### config.mk
export PLATFORM = sky130hd
export DESIGN_NAME = cal_hu_mul_sched
export DESIGN_NICKNAME = d
export VERILOG_FILES = /design/src/rtl/cal_hu_mul_sched_pkg.sv /design/src/rtl/cal_hu_mul_sched_rr.sv /design/src/rtl/cal_hu_mul_sched.sv
export SDC_FILE = /design/constraint.sdc
export NUM_CORES = 1
export LEC_CHECK = 0
export BUFFER_PORTS_ARGS = -buffer_cell sky130_fd_sc_hd__buf_2
export CAP_MARGIN = 15
export CELL_PAD_IN_SITES_DETAIL_PLACEMENT = 1
export CELL_PAD_IN_SITES_GLOBAL_PLACEMENT = 1
export CORE_AREA = 2 2 212 131
export CTS_CLUSTER_DIAMETER = 50
export DETAILED_ROUTE_END_ITERATION = 6
export DIE_AREA = 0 0 214 133
export GPL_TIMING_DRIVEN = 1
export PLACE_DENSITY_LB_ADDON = 0.1
export SLEW_MARGIN = 20
export SYNTH_ARGS = -nofsm -noshare
export SYNTH_HDL_FRONTEND = slang
export SYNTH_SLANG_ARGS = --single-unit
### constraint.sdc
create_clock -name clk -period 4.9 [get_ports clk]
set_input_delay 0.245 -clock clk [delete_from_list [all_inputs] [get_ports clk]]
set_output_delay 0.245 -clock clk [all_outputs]
set_load 0.02 [all_outputs]
### src/rtl/cal_hu_mul_sched_pkg.sv
// Shared constants and helpers for the CAL_Hu shared-multiplier scheduler.
// The multiplier is 8x14 unsigned with a fixed three-stage pipeline.
package cal_hu_mul_sched_pkg;

  localparam int A_W     = 8;
  localparam int B_W     = 14;
  localparam int P_W     = 22;
  localparam int MUL_LAT = 3;

  // Candidate index k steps past the last grant, wrapping at n.
  function automatic int rr_next(input int last, input int k, input int n);
    return (last + k) % n;
  endfunction

endpackage

### src/rtl/cal_hu_mul_sched_rr.sv
// Combinational round-robin arbiter: searches from last_grant+1 and wraps,
// producing a one-hot grant plus its index when enabled.
module cal_hu_mul_sched_rr
  import cal_hu_mul_sched_pkg::*;
#(
  parameter int N_REQ = 4,
  parameter int ID_W  = 2
) (
  input  logic [N_REQ-1:0] i_req,
  input  logic [ID_W-1:0]  i_last_grant,
  input  logic             i_en,
  output logic [N_REQ-1:0] o_grant,
  output logic [ID_W-1:0]  o_grant_idx,
  output logic             o_grant_valid
);

  logic [ID_W-1:0] w_cand;

  always_comb begin
    o_grant       = '0;
    o_grant_idx   = '0;
    o_grant_valid = 1'b0;
    w_cand        = '0;
    for (int k = 1; k <= N_REQ; k++) begin
      w_cand = ID_W'(rr_next(int'(i_last_grant), k, N_REQ));
      if (i_en && !o_grant_valid && i_req[w_cand]) begin
        o_grant_valid   = 1'b1;
        o_grant[w_cand] = 1'b1;
        o_grant_idx     = w_cand;
      end
    end
  end

endmodule

### src/rtl/cal_hu_mul_sched.sv
// Round-robin scheduler sharing one pipelined 8x14 multiplier among N_REQ
// requesters; results return in issue order and the pipe freezes on back-pressure.
module cal_hu_mul_sched
  import cal_hu_mul_sched_pkg::*;
#(
  parameter int N_REQ = 4,
  parameter int TAG_W = 4,
  parameter int ID_W  = 2
) (
  input  logic                   clk,
  input  logic                   reset,
  input  logic [N_REQ-1:0]       req_valid,
  output logic [N_REQ-1:0]       req_ready,
  input  logic [N_REQ*A_W-1:0]   req_a,
  input  logic [N_REQ*B_W-1:0]   req_b,
  input  logic [N_REQ*TAG_W-1:0] req_tag,
  output logic                   res_valid,
  input  logic                   res_ready,
  output logic [P_W-1:0]         res_data,
  output logic [ID_W-1:0]        res_id,
  output logic [TAG_W-1:0]       res_tag,
  output logic [2:0]             inflight
);

  typedef struct packed {
    logic             valid;
    logic [ID_W-1:0]  id;
    logic [TAG_W-1:0] tag;
  } sb_t;

  sb_t             r_sb [MUL_LAT];
  logic [ID_W-1:0] r_last_grant;
  logic [A_W-1:0]  r_a0;
  logic [B_W-1:0]  r_b0;
  logic [P_W-1:0]  r_p1;
  logic [P_W-1:0]  r_p2;

  logic             w_ce;
  logic             w_en;
  logic [N_REQ-1:0] w_gnt;
  logic [ID_W-1:0]  w_gnt_idx;
  logic             w_gnt_valid;
  logic [A_W-1:0]   w_a;
  logic [B_W-1:0]   w_b;
  logic [TAG_W-1:0] w_tag;
  logic [2:0]       w_cnt;

  // Only a held, unaccepted result stalls the pipe; grants are suppressed during reset.
  assign w_ce = !(r_sb[MUL_LAT-1].valid && !res_ready);
  assign w_en = w_ce && !reset;

  cal_hu_mul_sched_rr #(
    .N_REQ (N_REQ),
    .ID_W  (ID_W)
  ) u_rr (
    .i_req         (req_valid),
    .i_last_grant  (r_last_grant),
    .i_en          (w_en),
    .o_grant       (w_gnt),
    .o_grant_idx   (w_gnt_idx),
    .o_grant_valid (w_gnt_valid)
  );

  assign req_ready = w_gnt;
  assign w_a       = req_a[int'(w_gnt_idx)*A_W +: A_W];
  assign w_b       = req_b[int'(w_gnt_idx)*B_W +: B_W];
  assign w_tag     = req_tag[int'(w_gnt_idx)*TAG_W +: TAG_W];

  always_ff @(posedge clk) begin
    if (reset) begin
      r_last_grant <= ID_W'(N_REQ - 1);
    end else if (w_gnt_valid) begin
      r_last_grant <= w_gnt_idx;
    end
  end

  always_ff @(posedge clk) begin
    if (reset) begin
      for (int k = 0; k < MUL_LAT; k++) r_sb[k] <= '0;
    end else if (w_ce) begin
      r_sb[0] <= '{valid: w_gnt_valid, id: w_gnt_idx, tag: w_tag};
      for (int k = 1; k < MUL_LAT; k++) r_sb[k] <= r_sb[k-1];
    end
  end

  // Datapath registers carry no reset; the sideband valid bits qualify them.
  always_ff @(posedge clk) begin
    if (w_ce) begin
      r_a0 <= w_a;
      r_b0 <= w_b;
      r_p1 <= P_W'(r_a0) * P_W'(r_b0);
      r_p2 <= r_p1;
    end
  end

  always_comb begin
    w_cnt = '0;
    for (int k = 0; k < MUL_LAT; k++) w_cnt = w_cnt + 3'(r_sb[k].valid);
  end

  assign inflight  = w_cnt;
  assign res_valid = r_sb[MUL_LAT-1].valid;
  assign res_data  = r_p2;
  assign res_id    = r_sb[MUL_LAT-1].id;
  assign res_tag   = r_sb[MUL_LAT-1].tag;

endmodule

==> impl_metrics.csv, run 1 <==
group,metric,value,unit
setup_path,cp-start-kind,"register",
synth,syn-cell-area,7829,um2
job,maximum_capacitance_violations,0,
sta,fraction_of_the_cycle_the_final_worst_path_needs,0.9608,
route,drc_errors,0,
floorplanning,dieArea,28460,um2
route,vias,5622,
synth,synthXorXnorAreaFrac,0.01566,
synth,yosys.area_share.simple,0.1336,
sta,fin_worst_skew,0.01107,ns
setup_path,cp_cell_sequence,"buf_6 -> and2_1 -> fa_1 -> inv_1 -> fa_1 -> inv_1 -> fa_1 -> inv_1 -> fa_1 -> inv_1 -> ha_4 -> buf_6 -> nand3_2 -> or4_4 -> a211o_1 -> o211a_1",
floorplanning,rows,47,
cells_and_area,instances_no_fill,1260,
global_routing,grt_first_pass_wirelength,32.50,mm
synth,synth-compound-area-share,0.06281,
floorplanning,die_width,214,um
floorplanning,boundaryPins,147,
clock_network,clock_sink_count,89,
route,via_per_inst,4.462,
cells_and_area,fraction_of_layout_instances_using_a_drive_strength_above_1,0.2956,
cells_and_area,commonest_cells_after_routing_fill_and_taps_aside,"sky130_fd_sc_hd__buf_2 (145), sky130_fd_sc_hd__and2_1 (103), sky130_fd_sc_hd__inv_1 (98)",
synth,multiplexer_share_of_the_synthesized_area,0.1061,
synth,synth.yosys.seq_area_share,0.3388,
placement,routabilityCongestion,0.7819,
status,outcome,"finished clean",
synth,yosys_top_cell_area_share,0.3337,
synth,synth_top_family_by_area,"adder cells",
setup_path,worstPathRequired,5.02,ns
global_routing,overflow_left_after_global_routing,0,
synth,synthTopCellsByArea,"sky130_fd_sc_hd__edfxtp_1 (33%), sky130_fd_sc_hd__fa_1 (19%), sky130_fd_sc_hd__mux2i_1 (9.5%)",
sta,drv_slew,0,
synth,post-synth-top-area-cell,"sky130_fd_sc_hd__edfxtp_1",
sta,setup_tns,0,ns
route,antenna_left,0,
cells_and_area,most_common_cell_after_layout_fill_and_taps_aside,"sky130_fd_sc_hd__buf_2",
placement,io_buffers,145,
route,drt_pre_antenna_iters,4,
floorplanning,core-area,26760,um2
global_routing,global_route.peak_usage_layer,"met2",
synth,synth-seq-cells,89,
synth,post_synth_inst_count,690,
route,post_drt_wl_per_cell,15.40,um
sta,timing.final.setup_violations,0,
sta,worst_slew_pin_slew,0.6888,ns
hold_path,hold_class,"input port to register",
synth,yosys.cell_types.count,57,
synth,synthesis.yosys.warnings,0,
synth,syn-num-nets,924,
floorplanning,die_height,133,um
global_routing,first_global_vias,6216,
setup_path,crit_buf_inv,6,
setup_path,slowest_delay,0.53,ns
setup_path,crit_type,"register to register",
synth,syn_avg_cell_area,11.35,um2
cells_and_area,num-nets-final,1122,
clock_network,number_of_buffers_created_by_cts,9,
synth,number_of_synthesized_flops_with_an_enable_pin,87,
sta,tightest_slew_margin_relative_to_the_limit,0.5402,
clock_network,cts_max_path_buffers,2,
global_routing,grtUsageTotal,0.1448,
placement,instance_area_at_placement,9174,um2
route,finalWirelength,19.40,mm
floorplanning,initial_standard_cell_utilization_of_the_core,0.2926,
cells_and_area,post-route-cell-area,9796,um2
sta,max_freq,212.4,MHz
route,drtIter0Drc,173,
placement,place.detailed.instances,1223,
global_routing,globalRouteMet1Util,0.1938,
clock_network,htree_num_levels,3,
setup_path,cpMaxStageDelayCell,"sky130_fd_sc_hd__fa_1",
sta,grt_setup_unrepaired,"yes",
cells_and_area,layout-area-overhead-vs-synth,25.12,%
synth,synth_fa_ha_area_frac,0.2666,
setup_path,kind_of_cell_adding_the_most_delay_to_the_critical_path,"adder cells",
clock_network,tritoncts,"built",
synth,ys_dominant_reg_cell,"sky130_fd_sc_hd__edfxtp_1",
sta,min_period,4.708,ns
setup_path,worst-path-max-fanout,7,
global_routing,globalRouteMet2Util,0.2408,
clock_network,cts.hold.buffers_added,0,
clock_network,clock_latency,0.37,ns
clock_network,reg_clk_slew_reported_paths,0.07,ns
setup_path,critPathCaptureType,"register",
global_routing,grt_start_max_net_pins,40,
setup_path,cp.arrival,4.82,ns
sta,final.hold.worst_slack,0.1374,ns
placement,dp_hpwl,15.94,mm
cells_and_area,insertedDiodeCount,0,
sta,hold_viol_final,0,
cells_and_area,fillCellCount,2995,
synth,ys_async_sr_fraction,0,
global_routing,globalRouteMet3Util,0.02736,
global_routing,grt_antenna_before_repair,0,
clock_network,clock-root-buffer,"sky130_fd_sc_hd__clkbuf_16",
[logic make-up after synthesis]
group	count (synthesis)
compound gates	69
xor+xnor	14
fa+ha+maj	123
buf+inv	130
flops	89
mux	78
other cells	1
simple gates	186
[path summary, 6_finish.rpt]
path             from               to  slack, ns  cells past startpoint
min reg2reg  r_p1[13]     res_data[13]       0.42                      0
max reg2reg   r_a0[5]         r_p1[21]       0.19                     16
max           r_a0[5]         r_p1[21]       0.19                     16
min             reset  r_last_grant[1]       0.14                      3
[Yosys cell counts (all sizes together) (3+ instances only)]
cell      n
a21o      4
a31oi     3
mux2i    74
mux4      4
o22ai     4
ha       50
buf      19
and2    106
a211oi    4
fa       73
nor3      7
clkbuf   10
nor2     11
nand2b    3
nor2b     5
a222oi    4
nand2    42
xnor2    13
a21oi    17
o21bai    5
o21ai     8
o21a      4
inv     101
edfxtp   87
[per-layer routing]
| metal | vias up | wire length (um) |
|---|---|---|
| li1 | 2707 | - |
| met2 | 77 | 9107 |
| met1 | 2823 | 9480 |
| met3 | 15 | 548 |
| met5 | - | 0 |
| met4 | 0 | 267 |
[cell type report]
| cell class | count | area [um2] | share of cell area |
|---|---|---|---|
| clock buffers | 9 | 225.2 | 0.02299 |
| well taps | 367 | 459.2 | 0.04688 |
| repair buffers | 216 | 1274 | 0.1300 |
| multi-input cells | 471 | 4721 | 0.4819 |
| flip-flops and latches | 89 | 2653 | 0.2708 |
| inverters | 101 | 379.1 | 0.03870 |
| clock inverters | 7 | 85.08 | 0.008686 |
[sequential cells by signal, indices dropped and copies added, names as in the netlist]
name and flops:
r_a0 8, r_b0 14, res_data 22, r_last_grant 2, r_sb 21, r_p1 22
[per-stage QoR]
| stage | worst slack (ns) | utilization |
|---|---|---|
| after floorplan | 0.1258 | - |
| after global placement | -0.04533 | 0.3429 |
| after detailed placement | -0.1050 | 0.3429 |
| after CTS | 0.02170 | 0.3576 |
| after global routing | -0.02584 | 0.3661 |
| final | 0.1921 | 0.3661 |
[tightest hold or removal path, stage by stage]
cell and delay, ns:
sky130_fd_sc_hd__buf_2 0.12, sky130_fd_sc_hd__a21oi_1 0.05, sky130_fd_sc_hd__nand2_1 0.05
[what timing repair did]
item / CTS / global route
pin swaps: 0 / 7
cloned: 0 / 0
endpoints found under the setup margin: 4 / 8
gates resized for setup: 3 / 30
setup buffers: 9 / 12
Power of run 1 is left out: the tool's default activity adds up to more than one toggle a clock period on the data nets, which glitch-free logic cannot reach.
==> run 2, diff against run 1 <==
==> constraint.sdc (replaced) <==
create_clock -name clk -period 4.8 [get_ports clk]
set_input_delay 0.24 -clock clk [delete_from_list [all_inputs] [get_ports clk]]
set_output_delay 0.24 -clock clk [all_outputs]
set_load 0.02 [all_outputs]
==> run 2 against run 1 <==
Compared with the run above: count of clock-buffer cells in the layout unchanged; highest routed layer unchanged; first-iteration DRC count grew 12%; critical path type unchanged; die area unchanged.
==> impl_metrics.csv, run 2 (synthesis results as in run 1) <==
group,metric,value,unit
setup_path,worst-path-max-fanout,6,
placement,instance_area_at_placement,9179,um2
global_routing,grt_antenna_before_repair,0,
setup_path,regToRegStartpoint,"r_a0[4]",
clock_network,cts.hold.buffers_added,0,
clock_network,tritoncts,"built",
route,post_drt_wl_per_cell,15.58,um
sta,timing.final.setup_violations,0,
route,vias,5541,
clock_network,clock-root-buffer,"sky130_fd_sc_hd__clkbuf_16",
cells_and_area,commonest_cells_after_routing_fill_and_taps_aside,"sky130_fd_sc_hd__buf_2 (146), sky130_fd_sc_hd__and2_1 (101), sky130_fd_sc_hd__inv_1 (96)",
placement,routabilityCongestion,0.8202,
cells_and_area,insertedDiodeCount,0,
setup_path,critPathCaptureType,"register",
sta,tightest_slew_margin_relative_to_the_limit,0.4922,
sta,drv_slew,0,
hold_path,hold-path-cell-count,3,
clock_network,clock_latency,0.35,ns
route,via_per_inst,4.426,
global_routing,grt_first_pass_wirelength,32.38,mm
cells_and_area,most_common_cell_after_layout_fill_and_taps_aside,"sky130_fd_sc_hd__buf_2",
cells_and_area,fraction_of_layout_instances_using_a_drive_strength_above_1,0.3073,
clock_network,reg_clk_slew_reported_paths,0.07,ns
placement,io_buffers,145,
clock_network,number_of_buffers_created_by_cts,9,
sta,fin_worst_skew,0.01284,ns
clock_network,cts_max_path_buffers,2,
hold_path,min-delay-start,"reset",
floorplanning,die_height,133,um
global_routing,overflow_left_after_global_routing,0,
cells_and_area,post-route-cell-area,9803,um2
sta,max_freq,214.3,MHz
route,antenna_left,0,
setup_path,cp.arrival,4.77,ns
cells_and_area,layout-area-overhead-vs-synth,25.22,%
sta,min_period,4.667,ns
clock_network,htree_num_levels,3,
global_routing,grt_start_max_net_pins,38,
sta,grt_setup_unrepaired,"yes",
sta,hold_viol_final,0,
global_routing,first_global_vias,6169,
route,drtIter0Drc,194,
floorplanning,rows,47,
route,drt_pre_antenna_iters,4,
floorplanning,dieArea,28460,um2
setup_path,ff2ff_setup_slack,0.13,ns
floorplanning,boundaryPins,147,
sta,worst_slew_pin_slew,0.7605,ns
floorplanning,initial_standard_cell_utilization_of_the_core,0.2926,
floorplanning,core-area,26760,um2
setup_path,worstPathRequired,4.90,ns
hold_path,hold_class,"input port to register",
job,maximum_capacitance_violations,0,
floorplanning,die_width,214,um
setup_path,rr_endpoint,"r_p1[21]",
cells_and_area,fillCellCount,3007,
sta,fraction_of_the_cycle_the_final_worst_path_needs,0.9722,
route,finalWirelength,19.51,mm
global_routing,grtUsageTotal,0.1443,
cells_and_area,num-nets-final,1114,
clock_network,clock_sink_count,89,
hold_path,hold_end,"r_last_grant[0]",
status,outcome,"finished clean",
setup_path,cp-start-kind,"register",
placement,dp_hpwl,15.82,mm
setup_path,reg2regPathDepth,14,
route,drc_errors,0,
setup_path,crit_type,"register to register",
run 2: stage by stage:
stage               hold slack [ns]  instances  setup TNS (ns)  utilization  setup slack [ns]
floorplan                    0.3357        690               0            -           0.02582
global placement             0.4060       1222         -0.3525       0.3430           -0.1283
detailed placement           0.4057       1222         -0.6039       0.3430           -0.1970
CTS                          0.1191       1242       -0.001681       0.3560         -0.001681
global route                 0.1412       1252        -0.06263       0.3664          -0.03888
finish                       0.1338       1252               0       0.3664            0.1334
run 2: area by class of cell:
type | count | area (um2) | share of cell area
Sequential cell | 89 | 2653 | 0.2706
Clock inverter | 7 | 61.31 | 0.006254
Inverter | 101 | 379.1 | 0.03867
Tap cell | 367 | 459.2 | 0.04684
Multi-Input combinational cell | 471 | 4787 | 0.4883
Clock buffer | 9 | 225.2 | 0.02297
Timing Repair Buffer | 208 | 1239 | 0.1264
run 2: how the worst max path moves through the flow:
stage	start	end	slack (ns)	depth (start not counted)
after global placement	r_a0[6]	r_p1[20]	-0.13	15
after global routing	r_a0[7]	r_p1[21]	-0.04	13
after detailed placement	r_a0[6]	r_p1[20]	-0.20	14
after floorplan	r_a0[6]	r_p1[21]	0.03	17
final	r_a0[4]	r_p1[21]	0.13	14
after CTS	r_a0[6]	r_p1[19]	-0.002	15
run 2: worst max-delay path, stage by stage, from the launching register on:
cell and delay [ns]:
sky130_fd_sc_hd__edfxtp_1 0.41, sky130_fd_sc_hd__buf_6 0.14, sky130_fd_sc_hd__buf_4 0.14, sky130_fd_sc_hd__and2_1 0.15, sky130_fd_sc_hd__fa_1 0.55, sky130_fd_sc_hd__fa_1 0.44
sky130_fd_sc_hd__fa_1 0.55, sky130_fd_sc_hd__inv_1 0.06, sky130_fd_sc_hd__fa_1 0.52, sky130_fd_sc_hd__inv_1 0.04, sky130_fd_sc_hd__ha_1 0.40, sky130_fd_sc_hd__nor2_1 0.14
sky130_fd_sc_hd__or4_4 0.51, sky130_fd_sc_hd__a211o_1 0.28, sky130_fd_sc_hd__o211a_1 0.10
run 2: per-layer routing:
metal / track usage / vias up / share of wire / wire length [um]
li1: - / 2690 / - / -
met3: 0.02322 / 9 / 0.025 / 486
met4: 0.03108 / 0 / 0.0094 / 183
met5: 0 / - / 0 / 0
met1: 0.1990 / 2776 / 0.50 / 9680
met2: 0.2395 / 66 / 0.47 / 9159
run 2: timing repair:
item                       in CTS  in global routing
resized for setup              10                 43
setup endpoints to repair       5                 10
pin swaps                       0                 30
setup buffers                   4                 10
Power of run 2 is left out for the same reason.
